## config.mk

```make
export PLATFORM = sky130hd
export DESIGN_NAME = window_gen_flat
export DESIGN_NICKNAME = d
export VERILOG_FILES = /design/src/rtl/window_gen_pkg.sv /design/src/rtl/window_gen_if.sv /design/src/rtl/window_gen_line_buffer.sv /design/src/rtl/window_gen.sv /design/src/flat_wrapper.sv
export SDC_FILE = /design/constraint.sdc
export NUM_CORES = 1
export LEC_CHECK = 0
export BUFFER_PORTS_ARGS = -buffer_cell sky130_fd_sc_hd__buf_2
export CAP_MARGIN = 20
export CORE_MARGIN = 3
export CORE_UTILIZATION = 30
export DETAILED_ROUTE_END_ITERATION = 8
export PLACE_DENSITY = 0.46
export SETUP_SLACK_MARGIN = 0.3
export SLEW_MARGIN = 20
export SYNTH_ARGS = -nofsm -noshare
export SYNTH_HDL_FRONTEND = slang
export SYNTH_SLANG_ARGS = --single-unit
export TNS_END_PERCENT = 100
```

## constraint.sdc

```tcl
create_clock -name clk -period 43.2 [get_ports clk]
set_input_delay 6.48 -clock clk [delete_from_list [all_inputs] [get_ports clk]]
set_output_delay 6.48 -clock clk [all_outputs]
set_load 0.005 [all_outputs]
```

## src/rtl/window_gen_pkg.sv

```systemverilog
// Shared convolution types: default kernel/pixel sizes, the packed window layout
// consumed by the processing element, and the raster-position phase encoding.
package conv_pkg;

  localparam int unsigned KERNEL_SIZE = 3;
  localparam int unsigned PX_SIZE     = 8;

  typedef logic [KERNEL_SIZE-1:0][KERNEL_SIZE-1:0][PX_SIZE-1:0] window_t;

  typedef enum logic [1:0] {
    StFill,
    StRowWarm,
    StStream
  } phase_e;

  // Phase of the pixel that will land at (col, row) for a kernel of size k.
  function automatic phase_e phase_of(input int unsigned col, input int unsigned row,
                                      input int unsigned k);
    if (row < k - 1) return StFill;
    if (col < k - 1) return StRowWarm;
    return StStream;
  endfunction

endpackage

```

## src/rtl/window_gen_if.sv

```systemverilog
// Pixel-in / window-out stream bundle for window_gen. The slave modport is the
// generator itself; the master modport is the upstream/downstream environment.
interface window_gen_if #(
  parameter int unsigned KERNEL_SIZE = 3,
  parameter int unsigned PX_SIZE     = 8,
  parameter int unsigned IMG_WIDTH   = 64,
  parameter int unsigned IMG_HEIGHT  = 64
);

  logic                                                in_valid;
  logic                                                in_ready;
  logic [PX_SIZE-1:0]                                  in_px;
  logic                                                out_valid;
  logic                                                out_ready;
  logic [KERNEL_SIZE-1:0][KERNEL_SIZE-1:0][PX_SIZE-1:0] out_window;
  logic [$clog2(IMG_WIDTH)-1:0]                        out_x;
  logic [$clog2(IMG_HEIGHT)-1:0]                       out_y;
  logic                                                out_last;

  modport master (
    output in_valid, in_px, out_ready,
    input  in_ready, out_valid, out_window, out_x, out_y, out_last
  );

  modport slave (
    input  in_valid, in_px, out_ready,
    output in_ready, out_valid, out_window, out_x, out_y, out_last
  );

endinterface

```

## src/rtl/window_gen_line_buffer.sv

```systemverilog
// Single image-row delay: dout is the pixel written IMG_WIDTH enables ago.
// Storage is deliberately unreset; stale contents are never emitted.
module line_buffer #(
  parameter int unsigned IMG_WIDTH = 64,
  parameter int unsigned PX_SIZE   = 8
) (
  input  logic               clk,
  input  logic               en,
  input  logic [PX_SIZE-1:0] din,
  output logic [PX_SIZE-1:0] dout
);

  logic [IMG_WIDTH-1:0][PX_SIZE-1:0] mem_q;

  always_ff @(posedge clk) begin
    if (en) mem_q <= {mem_q[IMG_WIDTH-2:0], din};
  end

  assign dout = mem_q[IMG_WIDTH-1];

endmodule

```

## src/rtl/window_gen.sv

```systemverilog
// Raster-to-window generator: buffers K-1 rows and emits every fully populated
// KxK neighbourhood, indexed [x][y], through a single-slot output register.
module window_gen #(
  parameter int unsigned KERNEL_SIZE = conv_pkg::KERNEL_SIZE,
  parameter int unsigned PX_SIZE     = conv_pkg::PX_SIZE,
  parameter int unsigned IMG_WIDTH   = 64,
  parameter int unsigned IMG_HEIGHT  = 64
) (
  input logic         clk,
  input logic         rst,
  window_gen_if.slave bus
);

  import conv_pkg::*;

  localparam int unsigned XW  = $clog2(IMG_WIDTH);
  localparam int unsigned YW  = $clog2(IMG_HEIGHT);
  localparam int unsigned KM1 = KERNEL_SIZE - 1;

  typedef logic [KERNEL_SIZE-1:0][PX_SIZE-1:0]                   column_t;
  typedef logic [KERNEL_SIZE-1:0][KERNEL_SIZE-1:0][PX_SIZE-1:0] win_t;

  logic [XW-1:0]      col_q, col_d;
  logic [YW-1:0]      row_q, row_d;
  phase_e             phase_q;
  logic               accept, emit;
  logic [PX_SIZE-1:0] tap [KERNEL_SIZE];
  column_t            col_vec;
  win_t               win_q, win_d;

  logic               out_valid_q;
  logic               out_last_q;
  logic [XW-1:0]      out_x_q;
  logic [YW-1:0]      out_y_q;
  win_t               out_win_q;

  assign bus.in_ready = !out_valid_q || bus.out_ready;
  assign accept       = bus.in_valid && bus.in_ready;
  assign emit         = accept && (phase_q == StStream);

  // tap[j] is the pixel j rows above the incoming one, same column.
  assign tap[0] = bus.in_px;
  for (genvar j = 0; j < KM1; j++) begin : g_lb
    line_buffer #(
      .IMG_WIDTH (IMG_WIDTH),
      .PX_SIZE   (PX_SIZE)
    ) u_lb (
      .clk  (clk),
      .en   (accept),
      .din  (tap[j]),
      .dout (tap[j+1])
    );
  end

  always_comb begin
    col_d = col_q;
    row_d = row_q;
    if (col_q == XW'(IMG_WIDTH - 1)) begin
      col_d = '0;
      row_d = (row_q == YW'(IMG_HEIGHT - 1)) ? '0 : row_q + 1'b1;
    end else begin
      col_d = col_q + 1'b1;
    end

    for (int j = 0; j < KERNEL_SIZE; j++) begin
      col_vec[KM1-j] = tap[j];
    end

    win_d = win_q;
    for (int x = 0; x < KM1; x++) begin
      win_d[x] = win_q[x+1];
    end
    win_d[KM1] = col_vec;
  end

  // Window shift register needs no reset: emission requires K fresh columns.
  always_ff @(posedge clk) begin
    if (accept) win_q <= win_d;
  end

  always_ff @(posedge clk) begin
    if (rst) begin
      col_q       <= '0;
      row_q       <= '0;
      phase_q     <= StFill;
      out_valid_q <= 1'b0;
      out_last_q  <= 1'b0;
      out_x_q     <= '0;
      out_y_q     <= '0;
      out_win_q   <= '0;
    end else begin
      if (accept) begin
        col_q   <= col_d;
        row_q   <= row_d;
        phase_q <= phase_of(32'(col_d), 32'(row_d), KERNEL_SIZE);
      end
      if (emit) begin
        out_valid_q <= 1'b1;
        out_win_q   <= win_d;
        out_x_q     <= col_q - XW'(KM1);
        out_y_q     <= row_q - YW'(KM1);
        out_last_q  <= (col_q == XW'(IMG_WIDTH - 1)) && (row_q == YW'(IMG_HEIGHT - 1));
      end else if (bus.out_ready) begin
        out_valid_q <= 1'b0;
      end
    end
  end

  assign bus.out_valid  = out_valid_q;
  assign bus.out_window = out_win_q;
  assign bus.out_x      = out_x_q;
  assign bus.out_y      = out_y_q;
  assign bus.out_last   = out_last_q;

endmodule

```

## src/flat_wrapper.sv

```systemverilog
// flat-port wrapper written by rule: the top's interface ports become plain ports
module window_gen_flat import conv_pkg::*;
#(
  parameter int unsigned KERNEL_SIZE = conv_pkg::KERNEL_SIZE,
  parameter int unsigned PX_SIZE     = conv_pkg::PX_SIZE,
  parameter int unsigned IMG_WIDTH   = 64,
  parameter int unsigned IMG_HEIGHT  = 64
)
  (clk, rst, bus_in_valid, bus_in_px, bus_out_ready, bus_in_ready, bus_out_valid, bus_out_window, bus_out_x, bus_out_y, bus_out_last);
  window_gen_if #(.KERNEL_SIZE(KERNEL_SIZE), .PX_SIZE(PX_SIZE), .IMG_WIDTH(IMG_WIDTH), .IMG_HEIGHT(IMG_HEIGHT)) bus_i ();
  input logic clk;
  input logic rst;
  input wire logic [$bits(bus_i.in_valid)-1:0] bus_in_valid;
  input wire logic [$bits(bus_i.in_px)-1:0] bus_in_px;
  input wire logic [$bits(bus_i.out_ready)-1:0] bus_out_ready;
  output wire logic [$bits(bus_i.in_ready)-1:0] bus_in_ready;
  output wire logic [$bits(bus_i.out_valid)-1:0] bus_out_valid;
  output wire logic [$bits(bus_i.out_window)-1:0] bus_out_window;
  output wire logic [$bits(bus_i.out_x)-1:0] bus_out_x;
  output wire logic [$bits(bus_i.out_y)-1:0] bus_out_y;
  output wire logic [$bits(bus_i.out_last)-1:0] bus_out_last;
  assign bus_i.in_valid = bus_in_valid;
  assign bus_i.in_px = bus_in_px;
  assign bus_i.out_ready = bus_out_ready;
  assign bus_in_ready = bus_i.in_ready;
  assign bus_out_valid = bus_i.out_valid;
  assign bus_out_window = bus_i.out_window;
  assign bus_out_x = bus_i.out_x;
  assign bus_out_y = bus_i.out_y;
  assign bus_out_last = bus_i.out_last;
  window_gen #(.KERNEL_SIZE(KERNEL_SIZE), .PX_SIZE(PX_SIZE), .IMG_WIDTH(IMG_WIDTH), .IMG_HEIGHT(IMG_HEIGHT)) u_core (.clk(clk), .rst(rst), .bus(bus_i));
endmodule
```

==> results.yml <==
setup_path:
  critical_path.reg2reg.startpoint: "u_core.bus.out_valid"
  path_delay_family: "buffers and inverters"
  critical_path.n_buffers_inverters: 2
  r2r_setup_slack_ns: 39.17
  crit_chain: "buf_2, nand2b_1, buf_2"
  worstSetupStartpointType: "input port"
  path_common_cell: "buf_2"
  critical-path-max-stage-delay_ns: 0.21
  regToRegEndpoint: "u_core.g_lb[1].u_lb.mem_q[332]"
  worst_r2r_path_depth: 6
  critPathRequiredTime_ns: 36.72
  timing.critical_path.arrival_ns: 6.95
  slowest_stage: "nand2b_1"
  setup.worst_path.end_class: "output pin"
  timing.critical_path.fanout_max: 5
  timing_worst_setup_path_type: "input port to output pin"
floorplan:
  floorplan.initialDensity_pct: 30.5
  floorplan.io_pins: 99
  design.core.area_um2: 115000
  die_area_um2: 121000
  die_extent_in_y_um: 348
  rows: 124
  die_width_um: 348
sta:
  final.setup_skew_ns: 0.0206
  max_slew_margin_pct: 31.7
  report.final.setup_viol: 0
  finalHoldViolCount: 0
  grt_setup_unrepaired: "no"
  timing.setup.tns_ns: 0
  post-route-min-period_ns: 13.43
  timing_worst_slew_pin_value_ns: 1.02
  share_of_the_clock_period_used_by_the_worst_path_pct: 31.1
  slew_violations: 0
  clock.fmax_ghz: 0.0744
synth:
  synth_edf_count: 1040
  synth-seq-cells: 1140
  synth_compound_gate_area_share_pct: 1.85
  synth_flop_cell: "edfxtp_1"
  post_synth_main_area_contributors: "edfxtp_1 (89%), dfxtp_1 (5.7%), nand2_1 (1.8%)"
  netlist.area_leader.share_pct: 88.9
  yosysSeqAreaShare_pct: 94.6
  yosysWarningCount: 0
  netlist_area_um2: 35100
  synth_simple_gate_area_share_pct: 2.49
  synth_area_leader_cell: "edfxtp_1"
  postSynthNetCount: 1553
  combinational_family_with_the_most_area_after_synthesis: "simple AND/OR/NAND/NOR gates"
  post_synth.cell_area_avg_um2: 22.9
  synthesized_area_fraction_occupied_by_adder_cells_pct: 0.214
  post_synth_inst_count: 1535
  yosysUniqueCellTypes: 38
  async_reset_ff_share_pct: 0
  post_synth_mux_area_share_pct: 0
  fraction_of_synthesized_cell_area_in_xor_and_xnor_cells_pct: 0.274
clocking:
  postCtsSetupRepairBufs: 0
  clock_sinks: 1140
  post_cts_resize_count: 0
  post_cts_hold_fix_bufs: 0
  num_cts_buffers: 114
  insertion_delay_ns: 0.67
  cts.clk_slew.worst_paths_ns: 0.06
  cts_max_level: 3
  maximum_clock_path_buffer_count: 3
  tritoncts: "done"
  cts.root.buffer_cell: "clkbuf_16"
worst_hold_path:
  whs_path_depth: 0
  holdCritPathClass: "flop to flop"
  timing.hold.worst_endpoint: "u_core.g_lb[0].u_lb.mem_q[329]"
  hold_start: "u_core.g_lb[0].u_lb.mem_q[321]"
detailed_routing:
  total_wire_length_after_detailed_routing_um: 49900
  drt_pass1_iterations: 5
  routedWlPerCell_um: 14.9
  viasPerCell: 4.08
  detail_route.drc_violations: 0
  drt.antenna.violating_nets: 0
  drtIter0Drc: 1315
  num_vias: 13600
run:
  drv_cap: 0
power:
  pwr_density_cell_nw_per_um2: 55.2
  leakage_power_of_the_design_nw: 13.8
  vdd_ir_drop_max_mv: 0.0338
outcome:
  outcome: "finished, final reports clean"
final_layout:
  post_route_cells_drive_above_1_share_pct: 15.6
  post_layout_net_count: 1745
  area_growth_pct: 17.5
  mostFrequentLayoutCell: "edfxtp_1"
  mostFrequentLayoutCells: "edfxtp_1 (1040), nand2_1 (165), clkbuf_16 (117)"
  final_core_utilization_pct: 35.8
global_routing:
  via_count_of_the_first_global_routing_pass: 13800
  grt_use_total_pct: 8.15
  grt_remaining_overflow: 0
  grt_max_degree: 218
  antenna_found_initial: 2
  grt_first_pass_wirelength_um: 79600
placed_design:
  routability_driven_placement_congestion_ratio: 0.708
  port_buffers: 98
  dpl.hpwl_um: 23700
sequential cells by signal, summed over array words and instances, names as in the netlist:
name                    flops
u_core.bus.out_valid        1
u_core.g_lb.u_lb.dout      16
u_core.phase_q              2
u_core.g_lb.u_lb.mem_q    992
u_core.col_q                6
u_core.bus.out_y            6
u_core.bus.out_window      72
u_core.bus.out_x            6
u_core.bus.out_last         1
u_core.row_q                6
u_core.win_d               32
where the power goes:
part	switching, W	internal [W]
Combinational	0.0000213	0.00000262
Sequential	0.0000164	0.00127
Clock	0.000401	0.000567
Total	0.000439	0.00184
Yosys cell counts (all sizes together) (2+ instances only):
cell    number
ha           6
dfxtp      100
a21oi       87
a311oi       3
a211oi      11
nand2      166
o21ai        4
inv          6
nor3         4
xor2         3
nand3        6
a31oi        2
edfxtp    1040
xnor2        8
nor2        33
o31ai        2
buf         15
nand4        3
o22ai        2
clkbuf      21
stage by stage:
| step | power [W] | instances | worst slack [ns] | hold WS, ns | cell area, um2 |
|---|---|---|---|---|---|
| final | 0.00228 | 3340 | 29.77 | 0.405 | 41300 |
| after global routing | 0.00237 | 3339 | 29.73 | 0.413 | 41300 |
| after CTS | 0.00232 | 3337 | 29.76 | 0.411 | 41200 |
| after detailed placement | 0.00133 | 3121 | 29.76 | 0.405 | 37500 |
| after global placement | 0.00133 | 3121 | 29.76 | 0.401 | 37500 |
| after floorplan | 0.00136 | 1535 | 9.56 | 0.400 | 35100 |
routing by layer:
layer,wire (um),global-route usage [%]
met1,25300,12.4
met2,19700,10.6
met5,0,0
met3,3360,2.78
met4,1600,3.15
cell type report:
cell class	instances	area [um2]
well taps	1512	1890
clock buffers	157	3170
fillers	10600	74000
clock inverters	59	566
flip-flops and latches	1140	33200
multi-input cells	352	1700
repair buffers	112	676
inverters	7	33.8
diodes	1	2.50
worst max path at each step:
stage	from	to	slack [ns]	cells after the start
finish	bus_out_ready	bus_in_ready	29.77	3
global route	bus_out_ready	bus_in_ready	29.73	3
CTS	bus_out_ready	bus_in_ready	29.76	3
detailed placement	bus_out_ready	bus_in_ready	29.76	3
global placement	bus_out_ready	bus_in_ready	29.76	3
floorplan	bus_out_ready	u_core.g_lb[0].u_lb.dout[0]	9.56	4
kinds of logic after synthesis:
| kind of cell | count (synthesis) |
|---|---|
| adder cells (fa/ha/maj) | 6 |
| XOR/XNOR | 11 |
| AND/OR/NAND/NOR | 219 |
| flip-flops | 1140 |
| AO/OA/AOI/OAI | 116 |
| buffers and inverters | 43 |
(Power assumes the default switching activity.)
